### src/rtl/rx_frame_assembler.sv
// rx_frame_assembler
//   Collects DATA_W-bit words from an upstream byte receiver (UART/SPI RX)
//   into a NUM_BYTES-word frame and hands it to command decode logic through
//   a double-buffered valid/ready output register.
//
//   Features: rising-edge detection on the level strobe, inactivity timeout
//   that discards a partial frame, sticky overrun when a completed frame
//   cannot be stored, and an optional trailing XOR checksum word.
//
//   Optional feature macro: RX_FRAME_CHECKSUM_EN
//     defined   : each frame is NUM_BYTES data words plus one XOR checksum word;
//                 a mismatch discards the frame and pulses o_chk_err.
//     undefined : no checksum word, o_chk_err tied low.
//
//   Parameters: DATA_W, NUM_BYTES (1..64), TIMEOUT_CYC (0 = no timeout), MSB_FIRST
//
//   Ports:
//     clk            clock
//     rst            synchronous active-low reset
//     i_byte_strobe  level "word done"; only its rising edge counts
//     i_byte_in      received word, valid when the strobe rises
//     o_frame_out    assembled frame, stable while o_frame_valid=1
//     o_frame_valid  frame available
//     i_frame_ready  consumer accepts frame when valid & ready
//     o_byte_count   words held in the partial frame
//     o_overrun      sticky: a completed frame was dropped
//     o_timeout_err  1-cycle pulse: partial frame discarded by timeout
//     o_chk_err      1-cycle pulse: checksum mismatch
//     i_clear_err    clears o_overrun (a same-cycle set wins)
module rx_frame_assembler #(
  parameter int DATA_W      = 8,
  parameter int NUM_BYTES   = 3,
  parameter int TIMEOUT_CYC = 1000,
  parameter int MSB_FIRST   = 1
) (
  input  logic                           clk,
  input  logic                           rst,
  input  logic                           i_byte_strobe,
  input  logic [DATA_W-1:0]              i_byte_in,
  output logic [DATA_W*NUM_BYTES-1:0]    o_frame_out,
  output logic                           o_frame_valid,
  input  logic                           i_frame_ready,
  output logic [$clog2(NUM_BYTES+1)-1:0] o_byte_count,
  output logic                           o_overrun,
  output logic                           o_timeout_err,
  output logic                           o_chk_err,
  input  logic                           i_clear_err
);

  localparam int FW = DATA_W * NUM_BYTES;
  localparam int CW = $clog2(NUM_BYTES + 1);
  localparam int TW = (TIMEOUT_CYC > 0) ? $clog2(TIMEOUT_CYC + 1) : 1;
  localparam logic [TW-1:0] TMO_LAST = (TIMEOUT_CYC > 0) ? TW'(TIMEOUT_CYC - 1) : {TW{1'b0}};

`ifdef RX_FRAME_CHECKSUM_EN
  // The checksum word occupies the slot after the last data word.
  localparam logic [CW-1:0] LAST_SLOT = CW'(NUM_BYTES);

  // XOR of all data words held in a frame image.
  function automatic logic [DATA_W-1:0] f_xor_words(input logic [FW-1:0] frame);
    logic [DATA_W-1:0] acc;
    acc = {DATA_W{1'b0}};
    for (int k = 0; k < NUM_BYTES; k++) begin
      acc = acc ^ frame[DATA_W*k +: DATA_W];
    end
    return acc;
  endfunction
`else
  localparam logic [CW-1:0] LAST_SLOT = CW'(NUM_BYTES - 1);
`endif

  typedef enum logic [0:0] {
    ST_EMPTY = 1'b0,
    ST_FULL  = 1'b1
  } out_state_t;

  logic              r_strobe_q;
  logic [CW-1:0]     r_count;
  logic [FW-1:0]     r_stage;
  logic [TW-1:0]     r_timer;
  logic              r_timeout_err;
  logic              r_chk_err;
  out_state_t        r_state;
  logic [FW-1:0]     r_frame;
  logic              r_overrun;

  logic              w_edge;
  logic              w_at_last;
  logic [FW-1:0]     w_stage_ins;
  logic [FW-1:0]     w_new_frame;
  logic              w_complete;
  logic              w_chk_bad;
  logic              w_expire;
  logic              w_drop;

  assign w_edge    = i_byte_strobe & ~r_strobe_q;
  assign w_at_last = (r_count == LAST_SLOT);

  // Staging image with the incoming word dropped into slot r_count.
  for (genvar k = 0; k < NUM_BYTES; k++) begin : g_slot
    localparam int POS = (MSB_FIRST != 0) ? (NUM_BYTES - 1 - k) : k;
    assign w_stage_ins[DATA_W*POS +: DATA_W] =
      (r_count == CW'(k)) ? i_byte_in : r_stage[DATA_W*POS +: DATA_W];
  end

`ifdef RX_FRAME_CHECKSUM_EN
  logic w_chk_ok;
  assign w_chk_ok    = (f_xor_words(r_stage) == i_byte_in);
  assign w_complete  = w_edge & w_at_last & w_chk_ok;
  assign w_chk_bad   = w_edge & w_at_last & ~w_chk_ok;
  assign w_new_frame = r_stage;
`else
  assign w_complete  = w_edge & w_at_last;
  assign w_chk_bad   = 1'b0;
  assign w_new_frame = w_stage_ins;
`endif

  // A strobe edge in the expiry cycle takes priority over the timeout.
  if (TIMEOUT_CYC > 0) begin : g_tmo
    assign w_expire = (r_count != {CW{1'b0}}) & ~w_edge & (r_timer == TMO_LAST);
  end else begin : g_no_tmo
    assign w_expire = 1'b0;
  end

  // A completed frame is dropped when the output holds a frame not being accepted.
  assign w_drop = (r_state == ST_FULL) & w_complete & ~i_frame_ready;

  // Word collection: edge detect, slot counter, staging register and timeout.
  always_ff @(posedge clk) begin
    if (!rst) begin
      r_strobe_q    <= 1'b0;
      r_count       <= {CW{1'b0}};
      r_stage       <= {FW{1'b0}};
      r_timer       <= {TW{1'b0}};
      r_timeout_err <= 1'b0;
      r_chk_err     <= 1'b0;
    end else begin
      r_strobe_q    <= i_byte_strobe;
      r_timeout_err <= w_expire;
      r_chk_err     <= w_chk_bad;
      if (w_edge) begin
        r_timer <= {TW{1'b0}};
        if (w_at_last) begin
          r_count <= {CW{1'b0}};
          r_stage <= {FW{1'b0}};
        end else begin
          r_count <= r_count + CW'(1);
          r_stage <= w_stage_ins;
        end
      end else if (w_expire) begin
        r_count <= {CW{1'b0}};
        r_stage <= {FW{1'b0}};
        r_timer <= {TW{1'b0}};
      end else if ((TIMEOUT_CYC > 0) && (r_count != {CW{1'b0}})) begin
        r_timer <= r_timer + TW'(1);
      end else begin
        r_timer <= {TW{1'b0}};
      end
    end
  end

  // Output register FSM (EMPTY/FULL) with overrun tracking.
  always_ff @(posedge clk) begin
    if (!rst) begin
      r_state   <= ST_EMPTY;
      r_frame   <= {FW{1'b0}};
      r_overrun <= 1'b0;
    end else begin
      case (r_state)
        ST_EMPTY: begin
          if (w_complete) begin
            r_state <= ST_FULL;
            r_frame <= w_new_frame;
          end else begin
            r_state <= ST_EMPTY;
          end
        end
        ST_FULL: begin
          if (w_complete && i_frame_ready) begin
            r_state <= ST_FULL;
            r_frame <= w_new_frame;
          end else if (i_frame_ready) begin
            r_state <= ST_EMPTY;
          end else begin
            r_state <= ST_FULL;
          end
        end
        default: begin
          r_state <= ST_EMPTY;
        end
      endcase
      if (w_drop) begin
        r_overrun <= 1'b1;
      end else if (i_clear_err) begin
        r_overrun <= 1'b0;
      end else begin
        r_overrun <= r_overrun;
      end
    end
  end

  assign o_frame_out   = r_frame;
  assign o_frame_valid = (r_state == ST_FULL);
  assign o_byte_count  = r_count;
  assign o_overrun     = r_overrun;
  assign o_timeout_err = r_timeout_err;
  assign o_chk_err     = r_chk_err;

endmodule

### config.mk
export PLATFORM = sky130hd
export DESIGN_NAME = rx_frame_assembler
export DESIGN_NICKNAME = d
export VERILOG_FILES = /design/src/rtl/rx_frame_assembler.sv
export SDC_FILE = /design/constraint.sdc
export NUM_CORES = 1
export LEC_CHECK = 0
export ABC_AREA = 0
export CORE_MARGIN = 5
export CORE_UTILIZATION = 53
export DETAILED_ROUTE_END_ITERATION = 8
export HOLD_SLACK_MARGIN = 0.03
export MAX_ROUTING_LAYER = met4
export PLACE_DENSITY_LB_ADDON = 0.2
export SLEW_MARGIN = 15
export SYNTH_ARGS = -nofsm -noshare
export SYNTH_HDL_FRONTEND = slang
export SYNTH_SLANG_ARGS = --single-unit
### constraint.sdc
create_clock -name clk -period 2.77 [get_ports clk]
set_clock_uncertainty 0.05 [all_clocks]
set_input_delay 0.6925 -clock clk [delete_from_list [all_inputs] [get_ports clk]]
set_output_delay 0.6925 -clock clk [all_outputs]
set_load 0.02 [all_outputs]
Yosys cells after proc, flatten, opt, wreduce, memory -nomap -nowiden
Cells that the tools add are included.

storage, ports and cells
  register bits after elaboration = 64
  output and inout bits = 30
  input bits = 13
  logic and storage cells = 52

operators by class
  bitwise logic cells = 12
  $add $sub $neg = 2
  eq/ne operators = 5
  mux-type cells = 18
  reduce and logical (&&, ||, !) cells = 7

operator list
  cell                                                              count
  24-bit 2-to-1 mux                                                 5
  24-bit case mux with 2 select lines                               1
  8-bit 2-to-1 mux                                                  3
  10-bit by 1-bit adder with 10-bit output (second input constant)  1
  10-bit == test (second input constant)                            1
  1-bit AND                                                         6
  2-bit 2-to-1 mux                                                  3
  1-bit NOT                                                         6
  2-bit nonzero test                                                3
  1-bit 2-to-1 mux                                                  5
  4-bit OR reduction                                                1
  2-bit by 1-bit adder with 2-bit output (second input constant)    1
  2-bit by 1-bit == test with 1-bit output (second input constant)  1
  2-bit == test (second input constant)                             1
  2-bit logical NOT                                                 1
  2-bit by 1-bit != test with 1-bit output (second input constant)  1
  2-bit != test (second input constant)                             1
  1-bit case mux with 2 select lines                                1
  2-bit AND reduction                                               1
  1-bit logical AND                                                 1

Depth between registers and ports, before layout
Gate-level depths: netlist (run 1).

  depth in word-level cells = 7
  depth in mapped cells = 6
  mapped depth without buffers = 5

Worst setup path before layout (run 1)
OpenSTA, ideal clock, no wires.

  path type = in2reg
  from = input port rst
  to = register r_stage[16]
  stages on the path = 4
  slack = 1,065 ps
  path buffers = 1
  data arrival time = 1,594 ps
  setup time = 60 ps
  data required time = 2,660 ps
  cell sequence = clkbuf_1 -> inv_1 -> nor3_2 -> a22o_1

RTL lines
  element               line  RTL
  from (decl)           37    input logic rst,
  to (signal assigned)  133   r_stage <= {FW{1'b0}};
  to (signal assigned)  145   r_stage <= {FW{1'b0}};
  to (signal assigned)  148   r_stage <= w_stage_ins;
  to (decl)             79    logic [FW-1:0] r_stage;

Worst setup path in the final report (run 1)
  from = register r_count[1], in the netlist o_byte_count[1]
  to = output port o_byte_count[1]

RTL lines
  element                 line  RTL
  from (decl)             78    logic [CW-1:0] r_count;
  from (signal assigned)  132   r_count <= {CW{1'b0}};
  from (signal assigned)  144   r_count <= {CW{1'b0}};
  from (signal assigned)  147   r_count <= r_count + CW'(1);
  to (decl)               43    output logic [$clog2(NUM_BYTES+1)-1:0] o_byte_count,

No word-level cell between the ends.

==> key figures, run 1 <==
STA
  – RSZ-0062 raised after global routing: no
  – Min Tclk post-route: between 2 and 2.5 ns
  – Slew @ Worst Pin: 0.576 ns
  – FMAX: between 400 and 500 MHz
  – Setup Total Neg Slack: 0 ns
  – Final period util: 79.6%
  – Setup-failing EPs final: 0
  – Slew Limit Headroom: slightly above 60%
  – Hold Vio Cnt, Final: 0
  – Fin. max-slew vios: 0
  – Hold_ws: ~0.42 ns

Drt
  – Via count: ~1.5k
  – Violation count after the first detailed-route iteration: 94
  – Final WL: approximately 4 mm
  – Vias per inst: 5.01
  – # DRC: 0
  – 1st-pass router iterations: 4
  – Wirelength per Cell: roughly 13 µm
  – DRT antenna net count: 0

Setup path
  – CP cell instances: clkdlybuf4s50_1
  – Slowest CP cell: clkdlybuf4s50_1
  – Critical Path RT: ~2 ns
  – Crit-path max FO: 8
  – Buffers & Inverters on Critical Path: 1
  – Worst setup EP type: primary output
  – Crit-path leading delay family: buffers and inverters
  – Worst EP arrival: roughly 1.5 ns
  – CP Class: flip-flop to primary output
  – Startpoint Class: flip-flop
  – Critical path's largest stage delay: between 0.6 and 0.7 ns

Synthesis
  – Area share of xor/xnor cells in the synthesized design: 3.44%
  – FFs w/ async S/R, synth: 0%
  – Cell accounting for the most synthesized area: dfxtp_1
  – Post-synth top area share: 55.0%
  – Syn_nets: between 200 and 250
  – Top-count cell post-synth: dfxtp_1
  – Yosys reg bits: between 50 and 60
  – Post-synth EDFFs: 0
  – Syn Inst Count: between 200 and 250
  – Warnings, synthesis: 0
  – Post-Syn Area: roughly 2000 µm²
  – Post-synth cell types: 33
  – Compound-cell area share of the yosys netlist: between 10 and 15%
  – Most frequent cells after synthesis: 56 x dfxtp_1, 30 x nand2_1, 25 x nor2_1, 25 x o21ai_0, 21 x nand3_1
  – Avg Cell Area, Syn: a little over 9 µm²
  – Synth top area cells: dfxtp_1 55%, o21ai_0 6.1%, nand2_1 5.5%, nand3_1 5.2%, nor2_1 4.6%
  – Sequential fraction of the synthesis area: around 55%
  – Mux share of post-synthesis cell area: between 3 and 4%
  – Synth Area in Adders: 0.614%
  – Largest family of logic cells by synthesized area: simple AND/OR/NAND/NOR gates
  – Synth Area in Simple Gates: approximately a fifth
  – Main synth FF type: dfxtp_1

Global route
  – Largest net degree at the start of global routing: around 40
  – Total track usage: between 10% and 20%
  – Grt total ovfl: 0
  – First-pass GRT wire length: roughly 6.8 mm
  – Initial antenna violation count: 0
  – Vias in the first global route: 1533

Power
  – Clock power share: about 32%
  – VDD IR max: around 0.00038 V
  – Seq pwr share: between 60% and 70%
  – Cell-internal power: ~1.0 mW
  – Leak: roughly 0.94 nW
  – Sw frac: 23.9%
  – Comb power frac: under 10%
  – Pwr Density: 535 nW/µm²
  – Sw Pwr: 0.328 mW

Clock network
  – CTS tree: done
  – H-tree depth: 2
  – Post-CTS setup buffer count: 0
  – Clk sinks: between 50 and 60
  – Worst-path clk slew: about 0.1 ns
  – TritonCTS buffer count: 5
  – Clock network latency to the later pin of the worst-skew pair: slightly above 0.3 ns
  – Post-cts resize count: 0
  – CTS Hold Buffers Added: 0
  – CTS root buffer: clkbuf_8
  – CTS max path bufs: 2

Status
  – Status: completed

Finish
  – Syn-to-layout area delta: 25.9%
  – Final net count: 273
  – Filler cell count: about 310
  – Sequential cell area: 1120 µm²
  – Antenna Cells: 0
  – Multi-input gate area: approximately 850 µm²
  – Share of post-route cells with drive strength above 1: 6.15%

Min path
  – Min-Delay Path Class: flip-flop to flip-flop

Run
  – Max_cap viols: 0

Place
  – DPL Wire Length: between 2 and 3 mm
  – Port Buf Inserts: a little over 40
  – RD Place Congestion: 0.761

Floorplanning
  – Core area: about 3700 µm²
  – Initial Util: a little under three fifths
  – Die Height: just over 70 µm
  – Row count: 22
  – Die width: slightly above 70 µm
  – IO Count: 43
  – DIE AREA: slightly above 5000 µm²
==> kinds of logic after synthesis <==
| kind of cell | count (synthesis) |
|---|---|
| fa+ha+maj | 1 |
| flops | 56 |
| other cells | 1 |
| simple gates | 90 |
| compound gates | 41 |
| xor+xnor | 8 |
| mux | 8 |
| buf+inv | 16 |
==> placed cells by master, fill, tap and decap left out, types with 3 or more instances in the layout <==
cell             instances
nand2_1                 30
nor2_1                  25
inv_1                    3
clkdlybuf4s50_1         41
o21ai_0                 25
dfxtp_1                 56
nand2b_1                 3
mux2i_1                  8
clkbuf_8                 5
a22o_1                   8
nand3_1                 21
buf_4                    3
xnor2_1                  6
==> layout make-up <==
class	count	area share, %
timing repair buffer	44	16.9
clock buffer	5	2.68
clock inverter	3	0.927
tap	48	2.34
sequential	56	43.7
inverter	3	0.439
multi-input combinational	149	33.0
==> worst register-to-register path, stage by stage (launching register included) <==
cell,delay (ns)
dfxtp_1,0.38
ha_1,0.24
nand4_1,0.19
or3_4,0.41
nand2b_1,0.30
nor2_1,0.09
==> power by group through the flow <==
| stage | sequential, mW | combinational (mW) | clock [mW] |
|---|---|---|---|
| after CTS | 0.834 | 0.0967 | 0.454 |
| after floorplan | 0.854 | 0.0543 | 0 |
| final | 0.834 | 0.0964 | 0.442 |
| after detailed placement | 0.852 | 0.0963 | 0 |
| after global routing | 0.836 | 0.105 | 0.488 |
| after global placement | 0.852 | 0.0958 | 0 |
==> metal layers <==
layer	GRT usage (%)	up-vias	share of wire, %	routed length, µm
met5	-	-	0	0
met4	6.05	0	1.5	61
met1	19.7	681	46	1860
li1	-	826	-	-
met2	27.7	29	47	1900
met3	4.85	6	4.9	197
==> flip-flops by register name, summed over array words and instances, names as in the netlist <==
signal         count
o_byte_count       2
o_frame_out       24
o_frame_valid      1
o_overrun          1
o_timeout_err      1
r_stage           16
r_strobe_q         1
r_timer           10
==> path summary, 6_finish.rpt <==
check | from | to | slack (ns) | cells past startpoint
max | o_byte_count[1] | o_byte_count[1] | 0.56 | 1
min | r_stage[10] | o_frame_out[10] | 0.42 | 2
max reg2reg | r_timer[0] | r_timer[3] | 0.99 | 5
min reg2reg | r_stage[10] | o_frame_out[10] | 0.42 | 2
==> metrics by stage <==
stage          util [%]  power [mW]  area [µm²]  setup WS, ns  std cells
6_report           69.5        1.37        2560         0.564        308
5_1_grt            69.5        1.43        2560         0.489        308
4_1_cts            69.5        1.38        2560         0.551        308
3_5_place_dp       67.0       0.948        2470         0.371        300
3_3_place_gp       67.0       0.948        2470         0.403        300
2_1_floorplan         -       0.908        2040          1.07        221
No activity file was read; power rests on OpenSTA's default activity.
==> run 2, diff against run 1 <==
--- a/config.mk
+++ b/config.mk
@@ -7,7 +7,7 @@
 export LEC_CHECK = 0
 export ABC_AREA = 0
 export CORE_MARGIN = 5
-export CORE_UTILIZATION = 53
+export CORE_UTILIZATION = 44
 export DETAILED_ROUTE_END_ITERATION = 8
 export HOLD_SLACK_MARGIN = 0.03
 export MAX_ROUTING_LAYER = met4
==> constraint.sdc (replaced) <==
create_clock -name clk -period 1.9 [get_ports clk]
set_clock_uncertainty 0.05 [all_clocks]
set_input_delay 0.475 -clock clk [delete_from_list [all_inputs] [get_ports clk]]
set_output_delay 0.475 -clock clk [all_outputs]
set_load 0.02 [all_outputs]
==> key figures, run 2 (synthesis results as in run 1) <==
Floorplanning
  – Row count: 24
  – Core area: between 4000 and 5000 µm²
  – Initial Util: between 40% and 50%
  – IO Count: 43
  – Die width: slightly below 80 µm
  – Die Height: ~78 µm
  – DIE AREA: a little over 6000 µm²

Place
  – Port Buf Inserts: 41
  – DPL Wire Length: between 2 and 3 mm
  – Place WS: -0.160 ns
  – DP Cell Count: approximately 310
  – RD Place Congestion: between 0.8 and 0.9
  – Placed Area: 2560 µm²

STA
  – Setup-failing EPs final: 0
  – Min Tclk post-route: about 1.8 ns
  – Final period util: a little over nine tenths
  – Fin. max-slew vios: 0
  – RSZ-0062 raised after global routing: no
  – FMAX: between 500 and 600 MHz
  – Final WS setup: around 0.067 ns
  – Setup Total Neg Slack: 0 ns
  – Hold Vio Cnt, Final: 0

Power
  – Sw frac: ~24%
  – Pwr Density: between 700 and 800 nW/µm²
  – Power, Total: between 2 and 2.5 mW
  – Seq pwr share: between 50% and 60%
  – Cell-internal power: between 1.5 and 2 mW
  – Leak: 1.01 nW
  – VDD IR max: around 0.00054 V
  – Sw Pwr: ~0.50 mW
  – Comb power frac: under 10%
  – Clock power share: between 30% and 40%

Setup path
  – Critical path's largest stage delay: 0.63 ns
  – Crit-path max FO: 2
  – Slowest CP cell: clkdlybuf4s50_1
  – CP cell instances: clkdlybuf4s50_1
  – Startpoint Class: flip-flop
  – Buffers & Inverters on Critical Path: 1
  – Critical Path RT: between 1 and 1.5 ns
  – Worst setup EP type: primary output
  – Crit-path leading delay family: buffers and inverters
  – Worst EP arrival: roughly 1.3 ns
  – CP Class: flip-flop to primary output

Finish
  – Largest register FFs: 24
  – Final net count: ~280
  – Share of post-route cells with drive strength above 1: 11.1%
  – Non-Filler Instances: ~320
  – Antenna Cells: 0
  – Final instance area: 2670 µm²
  – Syn-to-layout area delta: 31.2%
  – Filler cell count: between 400 and 500
  – Most frequent cells in the layout: 56 x dfxtp_1, 40 x clkdlybuf4s50_1, 30 x nand2_1
  – Commonest non-fill, non-tap cell in the layout: dfxtp_1

Global route
  – Vias in the first global route: 1618
  – Total track usage: between 10% and 20%
  – Largest net degree at the start of global routing: 41
  – Initial antenna violation count: 0
  – Grt total ovfl: 0
  – First-pass GRT wire length: around 7.5 mm

Clock network
  – CTS tree: done
  – TritonCTS buffer count: 5
  – Worst-path clk slew: about 0.11 ns
  – Clk sinks: 56
  – CTS root buffer: clkbuf_8
  – H-tree depth: 2
  – CTS max path bufs: 2
  – CTS Hold Buffers Added: 0
  – Clock network latency to the later pin of the worst-skew pair: between 0.3 and 0.4 ns

Run
  – Max_cap viols: 0

Status
  – Status: completed

Drt
  – 1st-pass router iterations: 4
  – DRT antenna net count: 0
  – Vias per inst: roughly 5
  – # DRC: 0
  – Wirelength per Cell: about 13 µm
  – Final WL: 4.23 mm
  – Violation count after the first detailed-route iteration: 89
  – Via count: 1623

Min path
  – Min-Delay Path Class: flip-flop to flip-flop
-- run 2: cell types whose count changed in the layout (fill, tap and decap cells not counted), sizes merged --
cell,before,now
buf,3,14
clkdlybuf4s50,41,40
clkinv,1,0
clkinvlp,2,1
dlygate4sd2,0,1
inv,3,5
-- run 2: metal layers --
metal	GRT usage, %	vias to the layer above	part of all wire [%]
met4	4.05	0	1.1
met3	4.46	6	6.3
li1	-	848	-
met2	23.5	38	44
met5	-	-	0
met1	20.4	731	49
-- run 2: tightest hold or removal path: stages, from the launching register on --
cell     delay (ns)
dfxtp_1        0.31
nand2_1        0.06
o21ai_0        0.06
-- run 2: worst paths after layout --
check                                      from              end  slack [ns]  depth (start not counted)
worst max-delay path            o_byte_count[1]  o_byte_count[1]        0.07                          1
worst min-delay path                r_stage[12]  o_frame_out[12]        0.42                          2
worst max register to register       r_timer[1]      r_stage[11]        0.20                          5
worst min register to register      r_stage[12]  o_frame_out[12]        0.42                          2
-- run 2: layout make-up --
class	instances	area (µm²)	share of cell area, %
Timing Repair Buffer	55	527	19.7
Clock inverter	3	25.0	0.936
Multi-Input combinational cell	149	855	32.0
Tap cell	52	65.1	2.43
Inverter	3	11.3	0.421
Sequential cell	56	1120	41.9
Clock buffer	5	68.8	2.57
-- run 2: metrics by stage --
| stage | hold WS (ns) | util [%] |
|---|---|---|
| 2_1_floorplan | 0.380 | - |
| 4_1_cts | 0.415 | 60.2 |
| 6_report | 0.416 | 60.5 |
| 5_1_grt | 0.434 | 60.5 |
| 3_5_place_dp | 0.407 | 58.1 |
| 3_3_place_gp | 0.398 | 58.1 |
-- run 2: power by group through the flow --
stage               sequential [mW]  clock [mW]  combinational, mW
finish                         1.21       0.669              0.161
global route                   1.22       0.738              0.178
CTS                            1.21       0.690              0.161
detailed placement             1.24           0              0.161
global placement               1.24           0              0.160
floorplan                      1.24           0             0.0792
-- run 2: what timing repair did --
action | 4_1_cts | 5_1_grt
setup endpoints to repair | 1 | 19
setup buffers | 0 | 1
pin swaps | 0 | 2
resized for setup | 1 | 3
==> edit 1: new RTL, settings of run 2 <==
`NUM_BYTES`: 3 -> 5.
--- a/src/rtl/rx_frame_assembler.sv
+++ b/src/rtl/rx_frame_assembler.sv
@@ -31,3 +31,3 @@
   parameter int DATA_W      = 8,
-  parameter int NUM_BYTES   = 3,
+  parameter int NUM_BYTES   = 5,
   parameter int TIMEOUT_CYC = 1000,
Ports: changed (resized o_byte_count and o_frame_out); port bits go from 43 to 60. No check against the original RTL was run, so the function may have changed too.
==> edit 1 against run 2 <==
Power is 82% higher; count of clock-buffer cells in the layout is 4 higher; final area is 80% higher; wire length is 99% higher; setup slack worse by 0.013 ns; non-clock buffer count is 41 higher; area after synthesis is 77% higher; sequential cell count is 33 higher; global-route usage is 1.5 points higher; maximum frequency is 0.68% lower; largest power group unchanged; highest routed layer unchanged.
==> edit 1: results (changes against run 2) <==
stage,metric,value,unit,change
setup_path,reg2reg end,o_frame_out[26],,
layout,nets,444,,+56%
synthesis,Synthesized Nets,369,,+57%
placement,Placer Congestion,0.831,,+3.6%
setup_path,worst reg-to-reg setup slack,0.08,ns,-0.12 ns
min_path,HP Class,flop to flop,,
detailed_routing,TritonRoute pass-1 iters,4,,unchanged
cts,"Reg clk slew, reported paths",0.09,ns,-0.02 ns
cts,Root Driver,clkbuf_8,,
placement,port bufs,58,,+41%
synthesis,ys flop type,dfxtp_1,,
placement,dpl cell area,4470,µm²,+74%
grt,initial antenna violation count,0,,unchanged
setup_path,Crit Reg-Reg Startpoint,o_byte_count[0],,
detailed_routing,Vias,2807,,+73%
setup_path,cell family with most CP delay,buffers and inverters,,
grt,first-pass GRT wire length,13200,µm,+76%
synthesis,Yosys cell types,36,,+9.1%
synthesis,Commonest cells post-synth,"dfxtp_1, nand2_1, mux2i_1, o211a_1, clkbuf_1",,
setup_path,critical-path maximum fanout,2,,unchanged
timing,worst hold slack,0.417,ns,+0.00141 ns
run_status,status,completed,,
synthesis,"FFs w/ async S/R, synth",0,,unchanged
cts,Worst-Skew Late Latency,0.36,ns,+0.05 ns
grt,vias in the first global route,2734,,+69%
layout,Antenna diodes,0,,unchanged
setup_path,CP arrival,1.32,ns,
min_path,hold path depth,2,,unchanged
detailed_routing,DRT iter0 DRCs,107,,+20%
detailed_routing,# DRC,0,,unchanged
synthesis,"Seq/Total Area, Yosys",0.495,,-0.0558
min_path,Hold Path End,o_frame_out[4],,
layout,Final Util,0.593,,-0.0125
cts,CTS Buf Count,9,,+4
grt,pin count of the biggest net entering global routing,37,,-9.8%
setup_path,CP max stage cell,clkdlybuf4s50_1,,
setup_path,Crit path largest cell delay,0.61,ns,-0.02 ns
cts,Max Buffers Root-to-Sink,2,,unchanged
layout,max reg flops,40,,+67%
detailed_routing,Routed WL,8440,µm,+99%
synthesis,largest cells by area after synthesis,"dfxtp_1, mux2i_1, o211a_1",,
power,P_leak,2.18,nW,+120%
placement,DP HPWL,5560,µm,+89%
setup_path,r2r worst-path depth,9,,+4
power,Max IR drop VDD,0.381,mV,-29%
grt,GRT Resource Usage Total,0.171,,+0.0154
synthesis,warning count from the yosys run,0,,unchanged
layout,fraction of layout cells with a size suffix above 1,0.167,,+0.0567
min_path,Worst Min Path Start,o_frame_out[4],,
cts,H-tree depth,3,,+1
-- edit 1: worst min-delay path: cells and delay by family, from the launching register on --
kind               cells  cell delay [ns]
DFF                    1             0.32
and+or+nand+nor        1             0.05
AOI/OAI and AO/OA      1             0.05
-- edit 1: logic make-up (layout without fill, tap and decap cells) --
kind of cell | count (synthesis) | after routing | synth area share
mux | 32 | 32 | 0.0889
other cells | 1 | 1 | 0.00104
simple gates | 92 | 92 | 0.121
buf+inv | 38 | 118 | 0.0434
compound gates | 85 | 85 | 0.213
xor+xnor | 7 | 7 | 0.0170
fa+ha+maj | 6 | 6 | 0.0208
flops | 89 | 89 | 0.495
-- edit 1: per-stage QoR --
stage	setup WS, ns	cells	TNS, ns
6_report	0.0542	535	0
5_1_grt	0.00428	535	0
4_1_cts	0.0101	529	0
3_5_place_dp	-0.232	513	-11.20
3_3_place_gp	-0.180	513	-8.93
2_1_floorplan	-0.00187	350	-0.0150
-- edit 1: worst max path at each step --
stage                                from              end  slack (ns)  cells after the start
after floorplan           o_byte_count[0]      r_stage[32]      -0.002                      6
after global placement      i_byte_strobe      r_stage[21]       -0.18                      5
after detailed placement    i_byte_strobe      r_stage[36]       -0.23                      5
after CTS                 o_frame_out[14]  o_frame_out[14]        0.01                      1
after global routing      o_byte_count[1]  o_frame_out[17]       0.004                      9
final                     o_frame_out[17]  o_frame_out[17]        0.05                      1
-- edit 1: report_power, final --
group	internal [mW]	switching (mW)	total, mW
Combinational	0.164	0.182	0.346
Clock	0.752	0.716	1.47
Sequential	1.89	0.0187	1.91
-- edit 1: layout make-up --
type	instances	area [µm²]
Tap cell	105	131
Fill cell	732	3290
Clock inverter	7	101
Inverter	6	22.5
Sequential cell	89	1790
Multi-Input combinational cell	223	1690
Clock buffer	9	124
Timing Repair Buffer	96	942
-- edit 1: what timing repair did --
action / CTS / global route
resized for setup: 3 / 11
pin swaps: 0 / 2
setup endpoints to repair: 3 / 38
cloned: 0 / 2
buffers inserted: 0 / 4
-- edit 1: per-layer routing --
metal  vias to the layer above  part of all wire  GRT usage
met5                         -                 0          -
met4                         0             0.016     0.0684
met3                        10             0.036     0.0318
met2                        49              0.46      0.260
met1                      1350              0.49      0.225
li1                       1398                 -          -
==> edit 2: new RTL, settings of run 2 <==
Made on the original files. The output `o_timeout_err` loses its register stage (`r_timeout_err` becomes a continuous assignment).
--- a/src/rtl/rx_frame_assembler.sv
+++ b/src/rtl/rx_frame_assembler.sv
@@ -134,3 +134,2 @@
       r_timer       <= {TW{1'b0}};
-      r_timeout_err <= 1'b0;
       r_chk_err     <= 1'b0;
@@ -138,3 +137,2 @@
       r_strobe_q    <= i_byte_strobe;
-      r_timeout_err <= w_expire;
       r_chk_err     <= w_chk_bad;
@@ -160,2 +158,4 @@
   end
+
+  assign r_timeout_err = w_expire;
 
Check against the original RTL: same outputs for any inputs over 10 cycles, from zero or initial values and one cycle with rst low; that may be too few to reach the edited logic, so the function may still have changed.
==> edit 2 against run 2 <==
The flow now finishes with violations (setup timing); setup slack got worse by 0.17 ns; sequential cell count decreased by 1; wire length increased by 18%; count of clock-buffer cells in the layout unchanged; non-clock buffer count increased by 20; largest cell class unchanged; critical path depth increased by 5; final area increased by 13%; area after synthesis increased by 4.5%.
Power is not compared: it rests on default switching activity, and its combinational part moved more than twofold at a synthesized area within 25%.
==> edit 2: results (changes against run 2) <==
stage,metric,value,unit,change
placement,DP HPWL,3330,µm,+13%
cts,"Reg clk slew, reported paths",0.10,ns,
min_path,HP Class,flop to flop,,
setup_path,cell family with most CP delay,simple AND/OR/NAND/NOR gates,,
grt,vias in the first global route,1736,,+7.3%
placement,Placer Congestion,0.792,,-1.3%
grt,first-pass GRT wire length,8200,µm,+8.9%
layout,Antenna diodes,0,,unchanged
detailed_routing,DRT iter0 DRCs,143,,+61%
cts,CTS Buf Count,5,,unchanged
synthesis,"FFs w/ async S/R, synth",0,,unchanged
cts,H-tree depth,2,,unchanged
setup_path,critical-path maximum fanout,2,,unchanged
timing,Setup TNS,-0.100,ns,-0.100 ns
synthesis,warning count from the yosys run,0,,unchanged
synthesis,Commonest cells post-synth,"dfxtp_1, nand2_1, a22o_1",,
detailed_routing,routed length per instance,13.7,µm,+4.6%
layout,nets,310,,+9.2%
cts,Worst-Skew Late Latency,0.31,ns,about the same
power,Max IR drop VDD,0.386,mV,
run_status,violated checks,setup timing,,
cts,Root Driver,clkbuf_8,,
placement,port bufs,41,,unchanged
grt,pin count of the biggest net entering global routing,27,,-34%
cts,Max Buffers Root-to-Sink,2,,unchanged
timing,Final WS setup,-0.100,ns,-0.167 ns
synthesis,largest cells by area after synthesis,"dfxtp_1, nand2_1, a22o_1",,
setup_path,Crit path largest cell delay,0.37,ns,-0.26 ns
setup_path,CP arrival,1.48,ns,+0.17 ns
power,P_leak,1.25,nW,
setup_path,CP max stage cell,dfxtp_2,,
grt,initial antenna violation count,0,,unchanged
detailed_routing,Via density,5.02,,-0.11%
layout,max reg flops,24,,unchanged
synthesis,Yosys cell types,37,,+12%
synthesis,Synthesized Nets,243,,+3.4%
layout,fraction of layout cells with a size suffix above 1,0.189,,+0.0779
grt,GRT Resource Usage Total,0.169,,+0.0132
synthesis,"Seq/Total Area, Yosys",0.517,,-0.0333
timing,final setup fails,1,,+1
timing,count of final hold-check violations,0,,unchanged
layout,Filler cells,412,,+0.98%
run_status,status,"finished, violations left",,
detailed_routing,TritonRoute pass-1 iters,4,,unchanged
edit 2: layer usage:
metal,share of wire,track usage,up-vias
met2,0.47,0.260,32
met4,0.012,0.0464,0
met1,0.48,0.219,855
li1,-,-,933
met5,0,-,-
met3,0.037,0.0451,7
edit 2: worst register-to-register path, stage by stage (launching register included):
cell and delay (ns):
dfxtp_2 0.37, ha_4 0.13, nand4b_1 0.13, buf_4 0.17, buf_4 0.13, o41ai_2 0.34, a21boi_2 0.18, a22o_1 0.21
edit 2: timing repair:
item                                   CTS  global route
pin swaps                                3             2
hold buffers                             0             0
setup endpoints to repair                3            38
buffers inserted                         1             2
endpoints found under the hold margin    0             0
resized for setup                       10             9
gates cloned                             0             2
edit 2: cell type report:
class                      count  share of cell area
clock buffer                   5              0.0228
clock inverter                 3             0.00789
inverter                       1             0.00125
multi-input combinational    158               0.337
sequential                    55               0.366
tap                           67              0.0278
timing repair buffer          75               0.237
edit 2: per-stage QoR:
| step | hold slack, ns | utilization | cells | worst slack (ns) | cell area [µm²] |
|---|---|---|---|---|---|
| floorplan | 0.368 | - | 229 | 0.150 | 2130 |
| global placement | 0.392 | 0.593 | 351 | -0.418 | 2800 |
| detailed placement | 0.398 | 0.593 | 351 | -0.422 | 2800 |
| CTS | 0.414 | 0.615 | 360 | -0.165 | 2900 |
| global route | 0.439 | 0.638 | 364 | -0.209 | 3010 |
| finish | 0.410 | 0.638 | 364 | -0.100 | 3010 |
edit 2: path summary, 6_finish.rpt:
path                    from              end  slack [ns]  cells past startpoint
max               r_timer[1]    o_timeout_err       -0.10                      6
min          o_frame_out[10]  o_frame_out[10]        0.41                      2
max reg2reg       r_timer[1]      r_stage[17]        0.09                      7
min reg2reg  o_frame_out[10]  o_frame_out[10]        0.41                      2
edit 2: cells by family after synthesis:
logic type	count (synthesis)	synth area share
AND/OR/NAND/NOR	91	0.200
XOR/XNOR	7	0.0288
other	1	0.00176
adder cells (fa/ha/maj)	1	0.00587
flip-flops	55	0.517
buffers and inverters	16	0.0329
AO/OA/AOI/OAI	58	0.213
edit 2: where the power goes:
| part | internal [mW] | switching [mW] |
|---|---|---|
| clock network | 0.267 | 0.398 |
| logic | 0.161 | 0.162 |
| registers | 1.20 | 0.0235 |
